[config.mk]
export PLATFORM = sky130hd
export DESIGN_NAME = decoder_seq
export DESIGN_NICKNAME = d
export VERILOG_FILES = /design/src/rtl/decoder_seq_pkg.sv /design/src/rtl/decoder_seq_core.sv /design/src/rtl/decoder_seq.sv
export SDC_FILE = /design/constraint.sdc
export NUM_CORES = 1
export LEC_CHECK = 0
export CAP_MARGIN = 20
export CORE_AREA = 10 10 50 52
export DETAILED_ROUTE_END_ITERATION = 8
export DIE_AREA = 0 0 60 62
export PLACE_DENSITY = 0.83
export SYNTH_ARGS = -nofsm -noshare
export SYNTH_HDL_FRONTEND = slang
export SYNTH_SLANG_ARGS = --single-unit
[constraint.sdc]
create_clock -name clk -period 2 [get_ports clk]
set_input_delay 0.4 -clock clk [delete_from_list [all_inputs] [get_ports clk]]
set_output_delay 0.4 -clock clk [all_outputs]
set_load 0.02 [all_outputs]
[src/rtl/decoder_seq_pkg.sv]
// Shared definitions for decoder_seq: FSM state encodings and mode-bit positions.
package decoder_seq_pkg;

  typedef enum logic [1:0] {
    IDLE  = 2'd0,
    LEVEL = 2'd1,
    HOLD  = 2'd2
  } state_t;

  localparam int unsigned MODE_THERM = 0;
  localparam int unsigned MODE_PULSE = 1;
  localparam int unsigned MODE_W     = 2;

endpackage

[src/rtl/decoder_seq_core.sv]
// Combinational code-to-vector decode (one-hot or thermometer) with range check.
module decoder_core #(
  parameter int unsigned IN_W  = 3,
  parameter int unsigned OUT_W = 8
) (
  input  logic [IN_W-1:0]  code,
  input  logic             therm,
  output logic [OUT_W-1:0] vec,
  output logic             in_range
);

  always_comb begin
    vec = '0;
    for (int unsigned i = 0; i < OUT_W; i++) begin
      vec[i] = therm ? (i <= 32'(code)) : (i == 32'(code));
    end
    in_range = 32'(code) < OUT_W;
  end

endmodule

[src/rtl/decoder_seq.sv]
// Registered N-to-OUT_W decoder with valid/ready input, level/pulse hold and
// one-hot/thermometer encoding.
module decoder_seq
  import decoder_seq_pkg::*;
#(
  parameter int unsigned IN_W     = 3,
  parameter int unsigned OUT_W    = 8,
  parameter int unsigned HOLD_CYC = 4,
  parameter int unsigned ACT_LOW  = 0
) (
  input  logic             clk,
  input  logic             rst_n,
  input  logic             in_valid,
  output logic             in_ready,
  input  logic [IN_W-1:0]  in_code,
  input  logic             mode_therm,
  input  logic             mode_pulse,
  output logic [OUT_W-1:0] out_vec,
  output logic             out_valid,
  output logic             err
);

  localparam int unsigned CNT_W = $clog2(HOLD_CYC + 1);

  state_t              state;
  logic [CNT_W-1:0]    cnt;
  logic [OUT_W-1:0]    vec_q;
  logic [OUT_W-1:0]    dec_vec;
  logic                dec_ok;
  logic [MODE_W-1:0]   mode;
  logic                accept;

  assign mode = {mode_pulse, mode_therm};

  decoder_core #(
    .IN_W  (IN_W),
    .OUT_W (OUT_W)
  ) u_core (
    .code     (in_code),
    .therm    (mode[MODE_THERM]),
    .vec      (dec_vec),
    .in_range (dec_ok)
  );

  assign in_ready = rst_n && (state != HOLD);
  assign accept   = in_valid && in_ready;

  always_ff @(posedge clk or negedge rst_n) begin
    if (!rst_n) begin
      state <= IDLE;
      cnt   <= '0;
      vec_q <= '0;
      err   <= 1'b0;
    end else begin
      err <= 1'b0;
      if (accept) begin
        // Out-of-range codes consume the handshake but leave everything else untouched.
        if (!dec_ok) begin
          err <= 1'b1;
        end else begin
          vec_q <= dec_vec;
          if (mode[MODE_PULSE]) begin
            state <= HOLD;
            cnt   <= CNT_W'(HOLD_CYC - 1);
          end else begin
            state <= LEVEL;
            cnt   <= '0;
          end
        end
      end else if (state == HOLD) begin
        if (cnt == '0) begin
          state <= IDLE;
          vec_q <= '0;
        end else begin
          cnt <= cnt - 1'b1;
        end
      end
    end
  end

  // vec_q is kept active-high; polarity is applied only at the port.
  assign out_vec   = (ACT_LOW != 0) ? ~vec_q : vec_q;
  assign out_valid = (state != IDLE);

endmodule
; Yosys cells after proc, flatten, opt, wreduce, memory -nomap -nowiden
; Index checks and enable logic that the tools add are counted.
; Widths: inputs -> output; s select.
[word_totals]
out_inout_bits = 11
in_bits = 8
reg_bits = 13
[op_classes]
n_addsub = 1
magnitude_cmp = 7
reduce_logical = 9
n_mux = 19
n_eq_ne = 10
[ops]
columns = operator, n
row1 = $mux 8, 3
row2 = $eq 3x3->1 const A, 4
row3 = $le 3x3->1 const A, 4
row4 = $mux 2, 5
row5 = $mux 3, 3
row6 = $mux 1, 8
row7 = $eq 2x3->1 const A, 2
row8 = $le 2x3->1 const A, 2
row9 = $logic_not 3->1, 2
row10 = $reduce_bool 2->1, 3
row11 = $ne 2x2->1 const B, 2
row12 = $reduce_and 2->1, 2
row13 = $eq 1x3->1 const A, 1
row14 = $le 1x3->1 const A, 1
row15 = $sub 3x1->3 const B, 1
row16 = $eq 2x2->1 const B, 1
row17 = $logic_and 1x1->1, 2

; Depth between registers and ports, before layout
; Gate-level depths: netlist of run 1.
[logic_depth]
depth_word = 5
mapped_depth = 6
mapped_depth_nobuf = 6

; By module
; A second synthesis of run 1 with hierarchy kept.
[hier_totals]
cells_unflattened = 70
hier_area_um2 = 783.3
[modules_own_cells]
columns = mod, n_inst, area_per_inst_um2, cells_each
row1 = decoder_seq, 1, 640.6, 50
row2 = decoder_core, 1, 142.6, 20

; Least setup slack after synthesis of run 1
; No wires, ideal clock.
[synth_path]
path_kind = register to register
start = register cnt[0]
end = register cnt[0]
n_path_buf = 0
setup_time_ns = 0.135
slack_ns = 0.564
path_stages_with_launch = 7
arrival_ns = 1.300
cell_sequence = dfrtp_1 inv_1 ha_1 ha_1 nor3b_2 xnor2_1 a21oi_2
[synth_between]
elab_chain_len = 4
elab_cells_between_ends = 7
cone_classes = 1 x add/sub / 1 x eq/ne / 3 x mux / 2 x reduce/logical
[synth_lines]
columns = item, line
row1 = from (decl), decoder_seq.sv:26  ; logic [CNT_W-1:0] cnt;
row2 = from (signal assigned), decoder_seq.sv:64  ; cnt <= CNT_W'(HOLD_CYC - 1);
row3 = from (signal assigned), decoder_seq.sv:75  ; cnt <= cnt - 1'b1;
row4 = $sub 3x1->3, decoder_seq.sv:75
row5 = $mux 3, decoder_seq.sv:71  ; if (cnt == '0) begin
row6 = $mux 3, decoder_seq.sv:70  ; end else if (state == HOLD) begin
row7 = $mux 3, decoder_seq.sv:56  ; if (accept) begin
; Several ways; a longest one is shown, not always the timed one. The select of a mux whose other input is x is not followed.
; A chain may end at the register's enable or synchronous reset.

; Final worst setup path of run 1
[layout_path]
start = register state[0]
end = output in_ready
[layout_between]
elab_chain_len = 2
[layout_lines]
columns = item, line
row1 = from (decl), decoder_seq.sv:25  ; state_t state;
row2 = from (signal assigned), decoder_seq.sv:50  ; state <= IDLE;
row3 = from (signal assigned), decoder_seq.sv:63  ; state <= HOLD;
row4 = from (signal assigned), decoder_seq.sv:66  ; state <= LEVEL;
row5 = $ne 2x2->1, decoder_seq.sv:45  ; assign in_ready = rst_n && (state != HOLD);
row6 = $logic_and 1x1->1, decoder_seq.sv:45
row7 = to (decl), decoder_seq.sv:14  ; output logic in_ready,
; No other way between the ends.

==> impl_results.md, run 1 <==
* Status: completed
* Most frequent cells in the layout: 15 x clkdlybuf4s50_1, 13 x dfrtp_1, 5 x inv_1, 5 x nand2_1, 5 x a32o_1
* Leading area contributor after synthesis: dfrtp_1
* WL final at 1510 um
* H-tree depth at 1
* WS Path Type: reg2out
* Placeable Area at 1610 sq um
* Slowest CP cell: dfrtp_1
* Setup Viol. Count Final at 0
* P_int at about 720 uW
* Net Sw Frac at 0.370
* Top-level I/O count at 19
* Commonest non-fill, non-tap cell in the layout: clkdlybuf4s50_1
* Clock power share at 0.141
* Initial antenna violation count at 0
* Die ar. at 3720 sq um
* RD Place Congestion at 0.826
* Worst-Skew Late Latency at 0.27 ns
* Gate power share at 0.487
* Post-placement cell area at a little under 900 sq um
* Sequential area share after synthesis at 0.480
* Crit path max fanout at 5
* Root buf cell: clkbuf_4
* Leak pwr at ~0.00042 uW
* First-pass GRT wire length at 2440 um
* Vias per inst at 5.50
* Die Wd at roughly 60 um
* Setup TNS at 0 ns
* Synthesized area per cell at 10.9 sq um
* DRC viols at 0
* Fin crit share at 0.884
* RSZ-0062 raised after global routing: no
* Fin area at 902 sq um
* Post-detail-place hpwl at 1210 um
* Global route overflow at 0
* Pre-Repair DR Iteration Count at 4
* Die Y at slightly above 60 um
* Vias in the first global route at 563
* NetSw at 423 uW
* Final-layout fill cell count at 137
* Synth top area cells: dfrtp_1 48%, a32o_1 7.4%, a22o_1 3.9%
* Share of post-route cells with drive strength above 1 at 0.133
* Area of the multi-input gates at 323 sq um
* Final Skew at about 0.0013 ns
* Final Hold Fails at 0
* Number of hold buffers added after CTS at 0
* Pwr Density at between 1000 and 1500 nW/um^2
* Seq pwr share at 0.372
* All-Layer GR Usage at 0.0869
* YS warnings at 0
* Share of the synthesized area in the top cell type at 0.480
* Worst reg2reg path depth at 6
* Achievable frequency at 566 MHz
* Buffers on Ports at 17
* Layout area overhead at 33.0%
* Routed WL per cell at 15.1 um
* Synth Register Bits at 13
* CP required at 1.60 ns
* CTS buffer count at 3
* TritonCTS clock tree: built
* CP arrival at approximately 1.4 ns
* Row cnt at 15
* Starting DRT DRC Count at 7
* CTS max path bufs at 2
* Pin count of the biggest net entering global routing at 16
* Slowest stage delay, CP at 0.43 ns
* ANT nets after route at 0
* Minimum clock period at approximately 1.8 ns
* Total power at about 1100 uW
* FF+latch area at 325 sq um
* Post-Syn Instances at between 60 and 70
* Crit start category: flip-flop
* Post-synthesis cell type count at 29
* Max_cap viols at 0
* Initial core utilization at 0.420
* Nets at 94
* Worst hold-check path type: in2async
* Via count at between 500 and 600
* Fin. max-slew vios at 0
* Maximum vdd ir drop at 0.443 mV
* Mapped Nets at 72
* Clk pin slew, worst setup/hold paths at approximately 0.080 ns
* Clk sinks at 13
* Syn Std Cell Area at 678 sq um
* Worst Setup End Kind: output port
* CP cell instances: nand2b_4 > and2_1 > dlygate4sd2_1
* Antenna cells at 0
through the flow:
stage          hold slack (ns)  std cells  utilization  setup slack [ns]
6_report                 0.474        100        0.559             0.232
5_1_grt                  0.491        100        0.559             0.182
4_1_cts                  0.474        100        0.557            0.0260
3_5_place_dp             0.486         96        0.541           -0.0191
3_3_place_gp             0.476         96        0.541           -0.0341
2_1_floorplan            0.104         62            -             0.564
cell families after synthesis:
kind of cell / Yosys count / share of synthesized area
AOI/OAI and AO/OA: 18 / 0.210
xor gates and xnor gates: 1 / 0.0129
adders and majority gates: 2 / 0.0369
buffers and inverters: 7 / 0.0443
DFF: 13 / 0.480
muxes: 3 / 0.0646
other: 1 / 0.00553
and+or+nand+nor: 17 / 0.146
power groups by stage:
stage	clock, uW	sequential (uW)	combinational [uW]
2_1_floorplan	0	488	288
3_3_place_gp	0	427	548
3_5_place_dp	0	432	571
4_1_cts	165	427	573
5_1_grt	183	441	609
6_report	161	425	557
repair_timing:
| item | CTS | global route |
|---|---|---|
| endpoints found under the setup margin | 1 | 1 |
| resized for setup | 1 | 1 |
| hold endpoints to repair | 0 | 0 |
| buffers inserted | 0 | 0 |
flip-flops by register name, indices dropped and copies added, names as in the netlist:
signal   cells
state        2
cnt          3
out_vec      8
worst max-delay path: cells and delay by family, from the launching register on:
family                 cells  cell delay, ns
buffers and inverters      1            0.32
DFF                        1            0.43
and+or+nand+nor            2            0.35
per-layer routing:
metal  up-vias  share of wire  track usage  wire, um
met5         -              0            0         0
li1        262              -            -         -
met3         4          0.098       0.0244       147
met4         0          0.029       0.0705        44
met1       268           0.38       0.0816       570
met2        16           0.49        0.154       742
synthesized netlist by cell type:
cell type / n
and2_1: 2
nand2_1: 5
conb_1: 1
clkbuf_1: 1
nor2_1: 3
inv_1: 5
buf_4: 1
and3_1: 1
ha_1: 2
a32o_1: 5
xnor2_1: 1
a31oi_1: 1
o2bb2ai_1: 1
mux2i_4: 1
nand2b_4: 1
a22o_1: 3
o21ai_0: 4
dfrtp_1: 13
a21oi_2: 1
nor2b_1: 1
a21boi_0: 1
mux2i_1: 1
or2_2: 1
nand2b_1: 1
a211oi_1: 1
a21o_1: 1
mux2_1: 1
nor3b_2: 1
nor3_1: 1
final cells by class:
type,instances,area share
clock buffer,3,0.0250
timing repair buffer,19,0.207
tap,17,0.0236
sequential,13,0.361
multi-input combinational,42,0.358
inverter,5,0.0208
clock inverter,1,0.00555
worst paths after layout:
path | from | endpoint | slack, ns
max in group asynchronous | rst_n | cnt[1] | 1.36
min in group clk | out_vec[4] | out_vec[4] | 0.50
setup / recovery | state[0] | in_ready | 0.23
hold / removal | rst_n | out_vec[2] | 0.47
setup reg to reg | cnt[0] | cnt[0] | 0.41
hold reg to reg | out_vec[4] | out_vec[4] | 0.50
Power figures use the tool's default switching activity.
==> run 2: changes to the inputs <==
--- a/config.mk
+++ b/config.mk
@@ -7,6 +7,7 @@
 export LEC_CHECK = 0
 export CAP_MARGIN = 20
 export CORE_AREA = 10 10 50 52
+export CTS_CLUSTER_DIAMETER = 60
 export DETAILED_ROUTE_END_ITERATION = 8
 export DIE_AREA = 0 0 60 62
 export PLACE_DENSITY = 0.83
==> results of run 2 <==
No change in the layout: final DEF, timing and power equal those of run 1.
